## src/rtl/hazard_pkg.sv

```systemverilog
// Shared types and constants for the hazard scoreboard and its operand matchers.
package hazard_pkg;

    // One tracked backend slot: who is in flight and what it will write.
    typedef struct packed {
        logic       valid;  // slot holds a real instruction
        logic [4:0] rd;     // destination register (0 = no write)
        logic       late;   // load whose result does not exist yet
        logic       csr;    // instruction writes a CSR
    } slot_t;

    // Architectural zero register: never a true dependency.
    localparam logic [4:0] REG_ZERO = 5'd0;

    // Forwarding select value meaning "read the register file".
    localparam int FWD_REGFILE = 0;

    // Bubble entry used for cleared or empty slots.
    localparam slot_t SLOT_EMPTY = '0;

endpackage

```

## src/rtl/hazard_match.sv

```systemverilog
// Priority encoder for one source operand: finds the youngest (lowest-index)
// valid slot whose destination equals the operand, and reports whether that
// producer's result is still late.
module hazard_match
    import hazard_pkg::*;
#(
    parameter int DEPTH = 3,
    parameter int SW    = $clog2(DEPTH + 1)
) (
    input  slot_t [DEPTH-1:0] slots,
    input  logic [4:0]        rs,
    output logic [SW-1:0]     index,
    output logic              late
);

    // csr bits ride along in the slot array but play no part in operand matching.
    logic [DEPTH-1:0] unused_csr;

    for (genvar gi = 0; gi < DEPTH; gi++) begin : g_unused
        assign unused_csr[gi] = slots[gi].csr;
    end

    // Scan oldest to youngest so the youngest matching producer is the one kept.
    always_comb begin
        index = SW'(FWD_REGFILE);
        late  = 1'b0;
        if (rs != REG_ZERO) begin
            for (int k = DEPTH - 1; k >= 0; k--) begin
                if (slots[k].valid && (slots[k].rd == rs)) begin
                    index = SW'(k + 1);
                    late  = slots[k].late;
                end
            end
        end
    end

endmodule

```

## src/rtl/hazard_scoreboard.sv

```systemverilog
// Hazard scoreboard: shadows the destination registers of every in-flight
// instruction from execute (slot 1) to writeback (slot DEPTH), and produces
// forwarding selects, load-use/CSR/backend stalls, flush invalidates and a
// saturating stall-cycle counter.
module hazard_scoreboard
    import hazard_pkg::*;
#(
    parameter  int DEPTH      = 3,
    parameter  int LATE_SLOT  = 2,
    parameter  int FORWARDING = 1,
    localparam int SW         = $clog2(DEPTH + 1)
) (
    input  logic             clk,
    input  logic             reset_n,
    input  logic [4:0]       rs1_address_decode,
    input  logic [4:0]       rs2_address_decode,
    input  logic [4:0]       rd_address_decode,
    input  logic             load_decode,
    input  logic             csr_write_decode,
    input  logic             valid_decode,
    input  logic             fetch_ready,
    input  logic             mem_ready,
    input  logic             flush_valid,
    input  logic [SW-1:0]    flush_stage,
    output logic             stall_fetch,
    output logic             stall_decode,
    output logic             stall_backend,
    output logic             invalidate_fetch,
    output logic             invalidate_decode,
    output logic [DEPTH-1:0] invalidate_stage,
    output logic [SW-1:0]    fwd_rs1,
    output logic [SW-1:0]    fwd_rs2,
    output logic [31:0]      stall_cycles
);

    // Slot state: index 0 is slot 1 (execute), index DEPTH-1 is writeback.
    slot_t [DEPTH-1:0] slot_reg;
    slot_t [DEPTH-1:0] slot_next;
    // Slot state after younger-than-flush entries are squashed.
    slot_t [DEPTH-1:0] slot_kept;

    logic [31:0] stall_cycles_reg;
    logic [31:0] stall_cycles_next;

    // Per-operand match results (0 = rs1, 1 = rs2).
    logic [1:0][4:0]    operand_rs;
    logic [1:0][SW-1:0] match_index;
    logic [1:0]         match_late;
    logic [1:0]         match_hit;
    logic [1:0]         operand_hazard;
    logic [1:0][SW-1:0] fwd_sel;

    logic [DEPTH-1:0] csr_pending;
    logic             csr_busy;
    logic             issue;
    slot_t            decode_entry;

    assign operand_rs[0] = rs1_address_decode;
    assign operand_rs[1] = rs2_address_decode;

    // ------------------------------------------------------------------
    // Operand matching and per-operand hazard decision
    // ------------------------------------------------------------------
    for (genvar gi = 0; gi < 2; gi++) begin : g_operand
        hazard_match #(
            .DEPTH (DEPTH),
            .SW    (SW)
        ) u_match (
            .slots (slot_reg),
            .rs    (operand_rs[gi]),
            .index (match_index[gi]),
            .late  (match_late[gi])
        );

        assign match_hit[gi] = (match_index[gi] != SW'(FWD_REGFILE));

        // With bypass only an unavailable (late) result blocks decode; without
        // bypass any producer ahead of writeback blocks, since writeback itself
        // is covered by register-file write-through.
        assign operand_hazard[gi] = (FORWARDING != 0)
                                  ? (match_hit[gi] && match_late[gi])
                                  : (match_hit[gi] && (match_index[gi] != SW'(DEPTH)));

        assign fwd_sel[gi] = (FORWARDING != 0) ? match_index[gi] : SW'(FWD_REGFILE);
    end

    assign fwd_rs1 = fwd_sel[0];
    assign fwd_rs2 = fwd_sel[1];

    // ------------------------------------------------------------------
    // Per-slot CSR tracking, flush invalidates and next-state shifting
    // ------------------------------------------------------------------
    for (genvar gi = 0; gi < DEPTH; gi++) begin : g_slot
        assign csr_pending[gi] = slot_reg[gi].valid && slot_reg[gi].csr;

        // Slots up to and including the flushing stage receive a bubble.
        assign invalidate_stage[gi] = flush_valid && (SW'(gi + 1) <= flush_stage);

        // Instructions younger than the flushing one are dropped before any
        // shift, so they never leak into the flushing slot's successor.
        assign slot_kept[gi] = (flush_valid && (SW'(gi + 1) < flush_stage))
                             ? SLOT_EMPTY : slot_reg[gi];

        if (gi == 0) begin : g_head
            // Execute slot takes the decode instruction on issue, else a bubble.
            assign slot_next[gi] = mem_ready
                                 ? (issue ? decode_entry : SLOT_EMPTY)
                                 : slot_kept[gi];
        end else begin : g_body
            slot_t aged;

            // A load's result exists once it has reached LATE_SLOT.
            assign aged.valid = slot_kept[gi-1].valid;
            assign aged.rd    = slot_kept[gi-1].rd;
            assign aged.late  = slot_kept[gi-1].late && ((gi + 1) < LATE_SLOT);
            assign aged.csr   = slot_kept[gi-1].csr;

            assign slot_next[gi] = mem_ready ? aged : slot_kept[gi];
        end
    end

    assign csr_busy = |csr_pending;

    // Entry describing the decode instruction as it would enter execute.
    assign decode_entry.valid = 1'b1;
    assign decode_entry.rd    = rd_address_decode;
    assign decode_entry.late  = load_decode && (LATE_SLOT > 1);
    assign decode_entry.csr   = csr_write_decode;

    // ------------------------------------------------------------------
    // Stall, issue and invalidate outputs (zero-latency combinational)
    // ------------------------------------------------------------------
    // Stalls combine operand hazards, CSR serialisation and backend back-pressure.
    always_comb begin
        stall_backend     = !mem_ready;
        stall_decode      = operand_hazard[0] || operand_hazard[1] || csr_busy || !mem_ready;
        stall_fetch       = stall_decode || !fetch_ready;
        issue             = valid_decode && !stall_decode && !flush_valid;
        invalidate_fetch  = flush_valid;
        invalidate_decode = flush_valid;
    end

    // Saturating count of cycles in which decode is stalled.
    always_comb begin
        stall_cycles_next = stall_cycles_reg;
        if (stall_decode && (stall_cycles_reg != 32'hFFFF_FFFF)) begin
            stall_cycles_next = stall_cycles_reg + 32'd1;
        end
    end

    assign stall_cycles = stall_cycles_reg;

    // ------------------------------------------------------------------
    // State registers; reset empties every slot immediately, no draining.
    // ------------------------------------------------------------------
    // Slot shadow and performance counter update on the rising edge.
    always_ff @(posedge clk or negedge reset_n) begin
        if (!reset_n) begin
            slot_reg         <= '0;
            stall_cycles_reg <= '0;
        end else begin
            slot_reg         <= slot_next;
            stall_cycles_reg <= stall_cycles_next;
        end
    end

endmodule

```

## config.mk

```make
export PLATFORM = sky130hd
export DESIGN_NAME = hazard_scoreboard
export DESIGN_NICKNAME = d
export VERILOG_FILES = /design/src/rtl/hazard_pkg.sv /design/src/rtl/hazard_match.sv /design/src/rtl/hazard_scoreboard.sv
export SDC_FILE = /design/constraint.sdc
export NUM_CORES = 1
export LEC_CHECK = 0
export CAP_MARGIN = 10
export CORE_AREA = 2 2 84 86
export DETAILED_ROUTE_END_ITERATION = 16
export DIE_AREA = 0 0 86 88
export PLACE_DENSITY = 0.76
export SYNTH_ARGS = -nofsm -noshare
export SYNTH_HDL_FRONTEND = slang
export SYNTH_SLANG_ARGS = --single-unit
```

## constraint.sdc

```tcl
create_clock -name clk -period 3.06 [get_ports clk]
set_input_delay 0.612 -clock clk [delete_from_list [all_inputs] [get_ports clk]]
set_output_delay 0.612 -clock clk [all_outputs]
set_load 0.02 [all_outputs]
```

; Word-level counts from Yosys, hierarchy flattened
; Index checks and enable logic that the tools add are counted.
; W data, S select, Z words.
[op_classes]
addsub = 1
n_lt_le_gt_ge = 6
eq_ne = 7
mux = 23
n_reduce_logical = 36
[ops]
columns = operator, n
row1 = $mux W8, 7
row2 = $add A32 B1 Y32 const B, 1
row3 = $ne A32 B32 Y1 const B, 1
row4 = $eq A5 B5 Y1, 6
row5 = $logic_and A1 B1 Y1, 20
row6 = $mux W2, 8
row7 = $reduce_bool A2 Y1, 5
row8 = $reduce_bool A5 Y1, 2
row9 = $mux W1, 8
row10 = $le A2 B2 Y1 const A, 2
row11 = $logic_not A1 Y1, 4
row12 = $logic_or A1 B1 Y1, 4
row13 = $lt A2 B2 Y1 const A, 2
row14 = $reduce_or A3 Y1, 1
row15 = $le A1 B2 Y1 const A, 1
row16 = $lt A1 B2 Y1 const A, 1
[word_totals]
reg_bits = 56
output_inout_bits = 44

; Logic depth before layout (Yosys ltp)
; Gate-level depths: netlist of run 1.
[logic_depth]
word_depth = 16
depth_mapped = 8
mapped_depth_nobuf = 7

; Modules after synthesis
; Synthesis of run 1 repeated with hierarchy kept, for this count alone.
[hier_totals]
hier_cells = 316
hier_area_um2 = 3071.7
[modules_own_cells]
columns = module, instances, cells_each, area_each_um2
row1 = hazard_scoreboard, 1, 244, 2521.2
row2 = hazard_match, 2, 36, 275.3

; Worst setup path before layout of run 1
; OpenSTA, ideal clock, no wires.
[synth_path]
kind = input -> output
from = input rs1_address_decode[1]
to = output stall_fetch
t_arrival_ns = 2.186
required_ns = 2.448
slack_ns = 0.262
cell_stages = 6
path_buffers = 1
cell_sequence = or4_1 > nor2_2 > nor4_1 > a311oi_4 > buf_2 > nand2_1
[synth_between]
elab_chain_len = 12
word_cells_on_any_way = 21
classes_between = eq/ne (3) / mux (8) / reduce/logical (10)
[synth_lines]
columns = item, line
row1 = "start, declared", hazard_scoreboard.sv:15  ; input logic [4:0] rs1_address_decode,
row2 = $eq A5 B5 Y1, hazard_match.sv:29  ; if (slots[k].valid && (slots[k].rd == rs)) begin
row3 = $logic_and A1 B1 Y1, hazard_match.sv:29
row4 = $mux W2 (3 in series), hazard_match.sv:29
row5 = $mux W2, hazard_match.sv:27  ; if (rs != REG_ZERO) begin
row6 = $reduce_bool A2 Y1, hazard_scoreboard.sv:75  ; assign match_hit[gi] = (match_index[gi] != SW'(FWD_REGFILE));
row7 = $logic_and A1 B1 Y1 *, hazard_scoreboard.sv:81  ; ? (match_hit[gi] && match_late[gi])
row8 = $logic_or A1 B1 Y1 * (3 in series), hazard_scoreboard.sv:136  ; stall_decode = operand_hazard[0] || operand_hazard[1] || csr_busy || !mem_ready;
row9 = $logic_or A1 B1 Y1 *, hazard_scoreboard.sv:137  ; stall_fetch = stall_decode || !fetch_ready;
row10 = "end, declared", hazard_scoreboard.sv:25  ; output logic stall_fetch,
; Mark *: on every way between the ends. The rest lies on a longest branch, timed or not.

; Worst setup path after layout of run 1
; Same ends and word-level chain as after synthesis.

==> run_results.csv, run 1 <==
group,metric,value,unit
cells_and_area,area_growth,34.9,%
global_route,track_usage,0.203,
cells_and_area,drive_gt1_frac,0.116,
detailed_routing,wl_per_cell,16.2,um
clocking,cts_buffers,5,
placement,dpl.hpwl,5450,um
sta,tightestPinTransition,0.667,ns
clocking,cts.sinks,54,
yosys,synth_nets,312,
sta,fin_tns_setup,0,ns
placement,portBuffers,68,
placement,dp_cells,444,
detailed_routing,drtIter0Drc,117,
power_and_ir_drop,irDropWorstVdd,0.427,mV
global_route,grt_pass1_wl,12200,um
yosys,synth_seq_cells,54,
cells_and_area,fillers,577,
yosys,postSynthCellCount,286,
detailed_routing,antenna_left,0,
yosys,ys_seq_area_frac,0.469,
global_route,grt_max_degree,55,
critical_path,crit_path_max_incr_delay,0.44,ns
sta,rsz0062_at_grt,"false",
floorplanning,design.core.area,6640,um^2
global_route,antenna_found_initial,0,
floorplanning,ios,69,
floorplanning,placementRows,30,
placement,place_ws,-0.360,ns
sta,maxSlewHeadroom,0.555,
placement,gpl.final_weighted_congestion,0.901,
critical_path,cp.required,2.45,ns
clocking,clockBufferDepth,2,
power_and_ir_drop,power_density,572,nW/um^2
critical_path,cp-end-kind,"output pin",
clocking,root_buffer,"clkbuf_8",
floorplanning,start_util,0.434,
critical_path,path_cells,"clkdlybuf4s50_1, or4_4, nor2_4, nor4_2, a311oi_4, nand2_1, buf_6",
power_and_ir_drop,p_leak,1.68,nW
sta,slew_viol_final,0,
critical_path,worstPathMaxFanout,3,
hold_path,hold_class,"primary input to asynchronous set/reset pin",
critical_path,cp.arrival,2.31,ns
global_route,grt_pass1_vias,2496,
detailed_routing,drc_errors,0,
cells_and_area,seq_area,1350,um^2
clocking,h-tree-depth,2,
cells_and_area,diodes,0,
cells_and_area,largest_register_ffs,32,
critical_path,path_class,"primary input to output pin",
detailed_routing,routed_via_density,5.47,
critical_path,slowest_stage,"or4_4",
sta,min_period,2.92,ns
yosys,synth_cell_type_count,37,
sta,fmaxAchievable,342,MHz
critical_path,critPathLaunchType,"primary input",
sta,finalCritPeriodShare,0.955,
detailed_routing,first_pass_iters,4,
sta,hold_viol_final,0,
clocking,clkTransAtPathRegs,0.10,ns
detailed_routing,num_vias,2471,
sta,worst_slack,0.137,ns
outcome,status,"completed",
clocking,cts_tree,"yes",
cells_and_area,final_core_util,0.585,
floorplanning,die_h,88,um
sta,setup_viol_count_final,0,
yosys,synth_area,2880,um^2
yosys,avgSynthCellArea,10.1,um^2
cells_and_area,multi_input_area,1500,um^2
global_route,grt_overflow_total,0,
cells_and_area,layout.nets,397,
flow_run,maxCapViolCount,0,
cells_and_area,fin_cells,452,
floorplanning,die_area,7570,um^2
clocking,insertion_delay,0.30,ns
yosys,yosysWarnings,0,
sta,skew,0.00814,ns
detailed_routing,routed_wl,7320,um
power_and_ir_drop,power,2.23,mW
floorplanning,die_w,86,um
[critical path: cells and delay by family]
kind	cells	cell delay [ns]
simple gates	4	0.76
compound gates	1	0.36
buf+inv	2	0.58
[per-stage QoR]
stage	hold WS [ns]	instance area (um^2)
finish	0.418	3890
global route	0.472	3890
CTS	0.442	3870
detailed placement	0.491	3770
global placement	0.471	3770
floorplan	0.316	2880
[path summary, 6_finish.rpt]
kind / startpoint / to / slack, ns / depth (start not counted)
worst max-delay path: rs1_address_decode[1] / stall_fetch / 0.14 / 7
worst min-delay path: reset_n / slot_reg[22]$_DFFE_PN0P_ / 0.42 / 2
worst max register to register: slot_reg[5]$_DFF_PN0_ / stall_cycles[1]$_DFFE_PN0P_ / 0.72 / 7
worst min register to register: stall_cycles[11]$_DFFE_PN0P_ / stall_cycles[11]$_DFFE_PN0P_ / 0.51 / 1
max in group asynchronous: reset_n / stall_cycles[25]$_DFFE_PN0P_ / 2.20 / 2
min in group clk: stall_cycles[11]$_DFFE_PN0P_ / stall_cycles[11]$_DFFE_PN0P_ / 0.51 / 1
[cells by family after synthesis]
| logic type | share of synthesized area |
|---|---|
| AOI/OAI and AO/OA | 0.0864 |
| xor gates and xnor gates | 0.185 |
| adders and majority gates | 0.00434 |
| buffers and inverters | 0.0204 |
| DFF | 0.469 |
| muxes | 0.00391 |
| and+or+nand+nor | 0.231 |
[cell usage in the layout, fill, tap and decap left out, types with 3 or more instances in the layout]
cell,instances
and3_1,9
xnor2_1,14
nor4_2,3
nand2_1,31
dfrtp_1,54
nor2_1,15
nor3_1,18
clkbuf_2,3
nand3_1,12
buf_4,20
clkdlybuf4s50_1,57
xor2_1,47
dlymetal6s2s_1,4
nor4_1,14
a22o_1,12
clkbuf_8,5
nand4_1,14
o2bb2ai_1,6
[cells in the mapped netlist]
| library cell | count | area share |
|---|---|---|
| dfrtp_1 | 54 | 0.47 |
| xor2_1 | 47 | 0.14 |
| nand2_1 | 31 | 0.040 |
| nor3_1 | 18 | 0.031 |
| nor4_1 | 17 | 0.037 |
| nor2_1 | 15 | 0.020 |
| nand4_1 | 14 | 0.030 |
| xnor2_1 | 14 | 0.043 |
| a22o_1 | 12 | 0.036 |
| nand3_1 | 12 | 0.021 |
| and3_1 | 9 | 0.020 |
| o2bb2ai_1 | 6 | 0.018 |
| clkbuf_1 | 5 | 0.0065 |
| a21oi_1 | 2 | 0.0035 |
| a31oi_1 | 2 | 0.0043 |
| and2_1 | 2 | 0.0043 |
| and4_1 | 2 | 0.0061 |
| buf_2 | 2 | 0.0035 |
| buf_4 | 2 | 0.0052 |
| inv_1 | 2 | 0.0026 |
| o21ai_0 | 2 | 0.0035 |
| a21o_1 | 1 | 0.0026 |
| a22oi_1 | 1 | 0.0026 |
| a311oi_4 | 1 | 0.0091 |
| a32o_1 | 1 | 0.0035 |
| buf_1 | 1 | 0.0013 |
| ha_1 | 1 | 0.0043 |
| inv_2 | 1 | 0.0013 |
| mux2_2 | 1 | 0.0039 |
| nand2b_1 | 1 | 0.0022 |
| nand4b_1 | 1 | 0.0030 |
| nor2_2 | 1 | 0.0022 |
| nor3b_4 | 1 | 0.0065 |
| nor4b_1 | 1 | 0.0030 |
| o21a_1 | 1 | 0.0026 |
| or3_1 | 1 | 0.0022 |
| or4_1 | 1 | 0.0026 |
[metal layers]
metal	wire length (um)	global-route usage	vias to the layer above
met2	3510	0.344	80
met5	0	0	-
met3	378	0.0377	4
met1	3380	0.274	1198
li1	-	-	1189
met4	41	0.0418	0
[area by class of cell]
class,instances,area share
clock buffers,5,0.0177
clock inverters,3,0.00644
inverters,3,0.00290
multi-input cells,219,0.386
flip-flops and latches,54,0.348
well taps,80,0.0257
repair buffers,88,0.214
[report_power, final]
group          internal (mW)  switching, mW  total (mW)
logic                  0.391          0.409       0.800
registers              0.835          0.187        1.02
clock network          0.166          0.238       0.404
[timing repair]
| item | in CTS | in global routing |
|---|---|---|
| endpoints found under the setup margin | 6 | 5 |
| endpoints found under the hold margin | 0 | 0 |
| hold buffers | 0 | 0 |
| setup buffers | 0 | 0 |
| gates resized for setup | 13 | 19 |
| pin swaps | 1 | 4 |
Power figures use the tool's default switching activity.
==> run 2, diff against run 1 <==
- CAP_MARGIN: 10 -> 20
- SLEW_MARGIN: default -> 20
==> results of run 2 <==
Same layout as run 1: the final DEF is identical, and so are final timing and power.
==> patch 1: new RTL, settings of run 1 <==
`DEPTH` is set to 3 in 2 places; all go to 5.
--- a/src/rtl/hazard_match.sv
+++ b/src/rtl/hazard_match.sv
@@ -5,5 +5,5 @@
     import hazard_pkg::*;
 #(
-    parameter int DEPTH = 3,
+    parameter int DEPTH = 5,
     parameter int SW    = $clog2(DEPTH + 1)
 ) (
--- a/src/rtl/hazard_scoreboard.sv
+++ b/src/rtl/hazard_scoreboard.sv
@@ -6,5 +6,5 @@
     import hazard_pkg::*;
 #(
-    parameter  int DEPTH      = 3,
+    parameter  int DEPTH      = 5,
     parameter  int LATE_SLOT  = 2,
     parameter  int FORWARDING = 1,
Ports: changed (resized flush_stage, fwd_rs1, fwd_rs2 and invalidate_stage); port bits go from 69 to 74. No check against the original RTL was run, so the function may have changed too.
==> patch 1 against run 1 <==
- final area grew 31%
- die area is the same
- area after synthesis grew 34%
- wire length grew 38%
- setup slack lost 0.057 ns
- total power grew 5.8%
- sequential cell count grew 14
- highest routed layer unchanged
==> patch 1: results (changes against run 1) <==
* TritonRoute pass-1 iters at 4 (unchanged)
* DRT iter0 DRCs at 136 (+16%)
* CP startpoint: rs1_address_decode[1]
* Type of the worst min-delay path: in2async
* Ys async rst share at 100% (unchanged)
* Nets at 528 (+33%)
* R2R setup slack at 0.55 ns (-0.17 ns)
* Post-CTS Setup Repair Bufs at 0 (unchanged)
* Met3 wire length at 456 um (+21%)
* Synth cell types at 50 (+35%)
* Initial antenna violation count at 0 (unchanged)
* Largest register FFs at 36 (+13%)
* Antenna Cells at 0 (unchanged)
* Vias in the first global route at 3391 (+36%)
* Status: finished clean
* P_leak at 2.22 nW (+32%)
* GPL Wtd Cong at 0.904 (+0.38%)
* CTS root buf: clkbuf_8
* Largest net degree at the start of global routing at 41 (-25%)
* Share of layout cells above drive strength 1 at 15.8% (+4.3 points)
* Reg-to-Reg End: stall_cycles[30]
* Clock transition at the registers of the reported paths at 0.08 ns (-0.02 ns)
* GRT Total Usage at 28.2% (+7.9 points)
* Worst Clk Skew at 0.0146 ns (+0.00644 ns)
* Sequential area share after synthesis at 44.1% (-2.7 points)
* Placement Cell Area at 0.00491 mm^2 (+30%)
* H-tree depth at 3 (+1)
* Slew @ Worst Pin at 0.675 ns (+0.00739 ns)
* First-pass GRT wire length at 16.5 mm (+35%)
* Port bufs at 73 (+7.4%)
* Arr. time, crit path at 2.37 ns (+0.06 ns)
* GRT met2 Usage at 48.7% (+14 points)
* Met2 routed WL at 5.18 mm (+48%)
* Min Tclk post-route at 2.98 ns (+0.0570 ns)
* CP Capture Point: stall_fetch
* Clk buf depth at 2 (unchanged)
* Critical Path Fanout Max at 3 (unchanged)
* Worst flop-to-flop path startpoint: stall_cycles[0]
* Cts bufs inserted at 9 (+4)
* Peak supply drop at 216 uV (-49%)
* Via Count at 3347 (+35%)
* Top routing layer used: met4
* M3 GR Usage at 5.37% (+1.6 points)
* M1 WL at 4.20 mm (+24%)
* Clock Latency Late Sink at 0.34 ns (+0.04 ns)
* Setup Slack @ Placement at -0.594 ns (-0.235 ns)
* Yosys warns at 0 (unchanged)
* Post-Syn Nets at 422 (+35%)
* Ranking of synthesized cells by area: dfrtp_1 (44%), xor2_1 (13%), a22o_1 (4.8%)
* WL/cell at 17.2 um (+6.2%)
* R2R cell count at 6 (-1)
* DP HPWL at 7.68 mm (+41%)
* Synth top cells by count: dfrtp_1 (68), xor2_1 (58), nor2_1 (32)
* GRT met1 Usage at 34.8% (+7.4 points)
* Number of filler cells placed in the layout at 479 (-17%)
patch 1: cell count changes after synthesis, sizes merged, moves of 5 or more:
cell	delta
xor2	+11
buf	+7
a21oi	+9
o21ai	+13
nor2	+17
nand4	-5
nor3	-5
o2bb2ai	-6
a22o	+9
dfrtp	+14
inv	+9
xnor2	+7
patch 1: cell families after synthesis:
family                   count (synthesis)  share of synthesized area, %
AO/OA/AOI/OAI                           62                          11.7
XOR/XNOR                                79                          17.9
adder cells (fa/ha/maj)                  1                         0.324
buffers and inverters                   32                          3.73
flip-flops                              68                          44.1
multiplexers                             2                         0.584
AND/OR/NAND/NOR                        151                          21.5
patch 1: what timing repair did:
item / 4_1_cts / 5_1_grt
gates resized for setup: 32 / 4
hold endpoints to repair: 0 / 0
hold buffers: 0 / 0
setup endpoints to repair: 8 / 4
pin swaps: 1 / 5
patch 1: power breakdown:
| group | internal, mW | total (mW) | switching, mW |
|---|---|---|---|
| combinational | 0.301 | 0.630 | 0.329 |
| clock | 0.294 | 0.630 | 0.336 |
| sequential | 0.981 | 1.09 | 0.113 |
patch 1: critical path: stages:
cell and delay [ns]:
clkdlybuf4s50_1 0.43, or4_4 0.57, nor2_4 0.13, nor3_2 0.07
o21ai_2 0.18, nand3_1 0.10, clkdlybuf4s15_2 0.26
patch 1: layout make-up:
class / count / area [um^2] / share of cell area, %
multi-input cells: 295 / 2040 / 40.1
flip-flops and latches: 68 / 1700 / 33.5
repair buffers: 115 / 1030 / 20.3
clock buffers: 12 / 135 / 2.66
well taps: 80 / 100 / 1.97
inverters: 12 / 45.0 / 0.888
clock inverters: 4 / 26.3 / 0.518
patch 1: through the flow:
stage          instances  hold WS (ns)
3_5_place_dp         570         0.501
3_3_place_gp         570         0.492
5_1_grt              586         0.329
4_1_cts              586         0.309
2_1_floorplan        395         0.316
6_report             586         0.296
==> patch 2: new RTL, settings of run 1 <==
Made on the original files. Reset style: synchronous (`reset_n`), changed in one clocked block.
--- a/src/rtl/hazard_scoreboard.sv
+++ b/src/rtl/hazard_scoreboard.sv
@@ -155,5 +155,5 @@
     // ------------------------------------------------------------------
     // Slot shadow and performance counter update on the rising edge.
-    always_ff @(posedge clk or negedge reset_n) begin
+    always_ff @(posedge clk) begin
         if (!reset_n) begin
             slot_reg         <= '0;
Check against the original RTL: differs if reset_n is asserted again (counterexample within 4 cycles, from zero or initial values and one cycle with reset_n low); with reset_n held inactive, the same outputs for 4 cycles.
==> patch 2 against run 1 <==
- global-route usage is 1.0 points higher
- utilization is 0.28 points higher
- final area is 0.48% higher
- largest cell class unchanged
- critical endpoint is now stall_decode
- setup slack worse by 0.074 ns
- wire length is 8.2% higher
- area after synthesis is 0.39% higher
- sequential cell count stayed put
Power is not compared: it rests on default switching activity, and its combinational part moved more than twofold at a synthesized area within 25%.
==> patch 2: results (changes against run 1) <==
* Drt via density at 5.59 (+2.3%)
* Vias in the first global route at 2658 (+6.5%)
* Post-Synth Adder-Cell Area at 0.432% (-0.0017 points)
* Sequential area share after synthesis at 37.4% (-9.5 points)
* DP HPWL at 5.75 mm (+5.5%)
* Met2 routed WL at 3.77 mm (+7.4%)
* Ranking of synthesized cells by area: dfxtp_1 (37%), xor2_1 (5.8%), xnor2_1 (5.1%)
* Type of the worst min-delay path: reg2reg
* Mean Syn Cell Area at 8.59 um^2 (-15%)
* Ys async rst share at 0% (-100 points)
* Number of filler cells placed in the layout at 618 (+7.1%)
* Worst Clk Skew at 0.0119 ns (+0.00371 ns)
* WL/cell at 15.6 um (-3.3%)
* M1 WL at 3.70 mm (+9.4%)
* Post-Syn Nets at 363 (+16%)
* Status: finished clean
* Share of layout cells above drive strength 1 at 13.4% (+1.8 points)
* XOR/XNOR Fraction of Synth Area at 10.9% (-7.6 points)
* Synth cell types at 51 (+38%)
* Met3 wire length at 321 um (-15%)
* Cells after DPL at 497 (+12%)
* Via Count at 2830 (+15%)
* First-pass GRT wire length at 12.9 mm (+6.0%)
* Multiplexer share of the synthesized area at 0.346% (-0.045 points)
* Largest net degree at the start of global routing at 36 (-35%)
* Nets at 452 (+14%)
* Clock transition at the registers of the reported paths at 0.09 ns
* Compound-gate portion of the synthesized area at 20.4% (+12 points)
* DRT iter0 DRCs at 115 (-1.7%)
* Slew @ Worst Pin at 0.734 ns (+0.0671 ns)
* Slowest Stage Delay on Critical Path at 0.57 ns (+0.13 ns)
* GRT Total Usage at 21.3% (+1.0 points)
* Synth top cells by count: dfxtp_1 (54), nand2_1 (26), a21oi_1 (25)
==> patch 2: changes by cell type after synthesis, sizes merged, moves of 10 or more <==
| cell | delta |
|---|---|
| a21oi | +23 |
| dfrtp | -54 |
| dfxtp | +54 |
| nand3 | +10 |
| nor3 | -12 |
| o21ai | +12 |
| xor2 | -28 |
==> patch 2: final cells by class <==
cell class,instances,area [um^2],share of cell area (%)
Inverter,11,41.3,1.06
Sequential cell,54,1080,27.7
Tap cell,80,100,2.56
Clock inverter,2,10.0,0.256
Timing Repair Buffer,96,882,22.6
Clock buffer,5,68.8,1.76
Multi-Input combinational cell,258,1720,44.1
==> patch 2: timing repair <==
item | 4_1_cts | 5_1_grt
buffers inserted | 0 | 2
cloned | 0 | 0
pin swaps | 0 | 2
endpoints found under the setup margin | 6 | 6
hold buffers | 0 | 0
gates resized for setup | 7 | 15
==> patch 2: logic make-up after synthesis <==
group,after synthesis
mux,1
xor+xnor,36
fa+ha+maj,1
buf+inv,25
flops,54
simple gates,134
compound gates,86
==> patch 2: worst max-delay path: cells and delay by family <==
family,cells,cell delay (ns)
buf+inv,3,0.78
simple gates,2,0.72
compound gates,2,0.28
==> patch 2: final timing paths <==
| kind | startpoint | end | slack, ns | cells after the start |
|---|---|---|---|---|
| hold / removal | slot_reg[16] | slot_reg[16] | 0.47 | 2 |
| setup / recovery | rs2_address_decode[0] | stall_decode | 0.06 | 7 |
| setup reg to reg | stall_cycles[0] | stall_cycles[10] | 0.73 | 8 |
| hold reg to reg | slot_reg[16] | slot_reg[16] | 0.47 | 2 |
==> patch 2: per-layer routing <==
layer | up-vias | global-route usage, %
li1 | 1414 | -
met1 | 1337 | 27.4
met2 | 68 | 36.8
met3 | 11 | 3.86
met4 | 0 | 5.92
met5 | - | 0
==> patch 2: power groups by stage <==
stage / sequential, mW / clock, mW / combinational [mW]
final: 0.716 / 0.378 / 0.177
after global routing: 0.718 / 0.422 / 0.191
after CTS: 0.716 / 0.385 / 0.172
after detailed placement: 0.733 / 0 / 0.172
after global placement: 0.733 / 0 / 0.170
after floorplan: 0.734 / 0 / 0.0772
==> patch 2: per-stage QoR <==
stage	TNS, ns	utilization (%)	hold WS, ns	cell area, um^2	worst slack, ns
after floorplan	0	-	0.441	2890	0.569
after global placement	-1.15	57.3	0.448	3800	-0.260
after detailed placement	-1.32	57.3	0.453	3800	-0.277
after CTS	0	58.4	0.468	3880	0.0157
after global routing	0	58.8	0.504	3910	0.0261
final	0	58.8	0.467	3910	0.0629
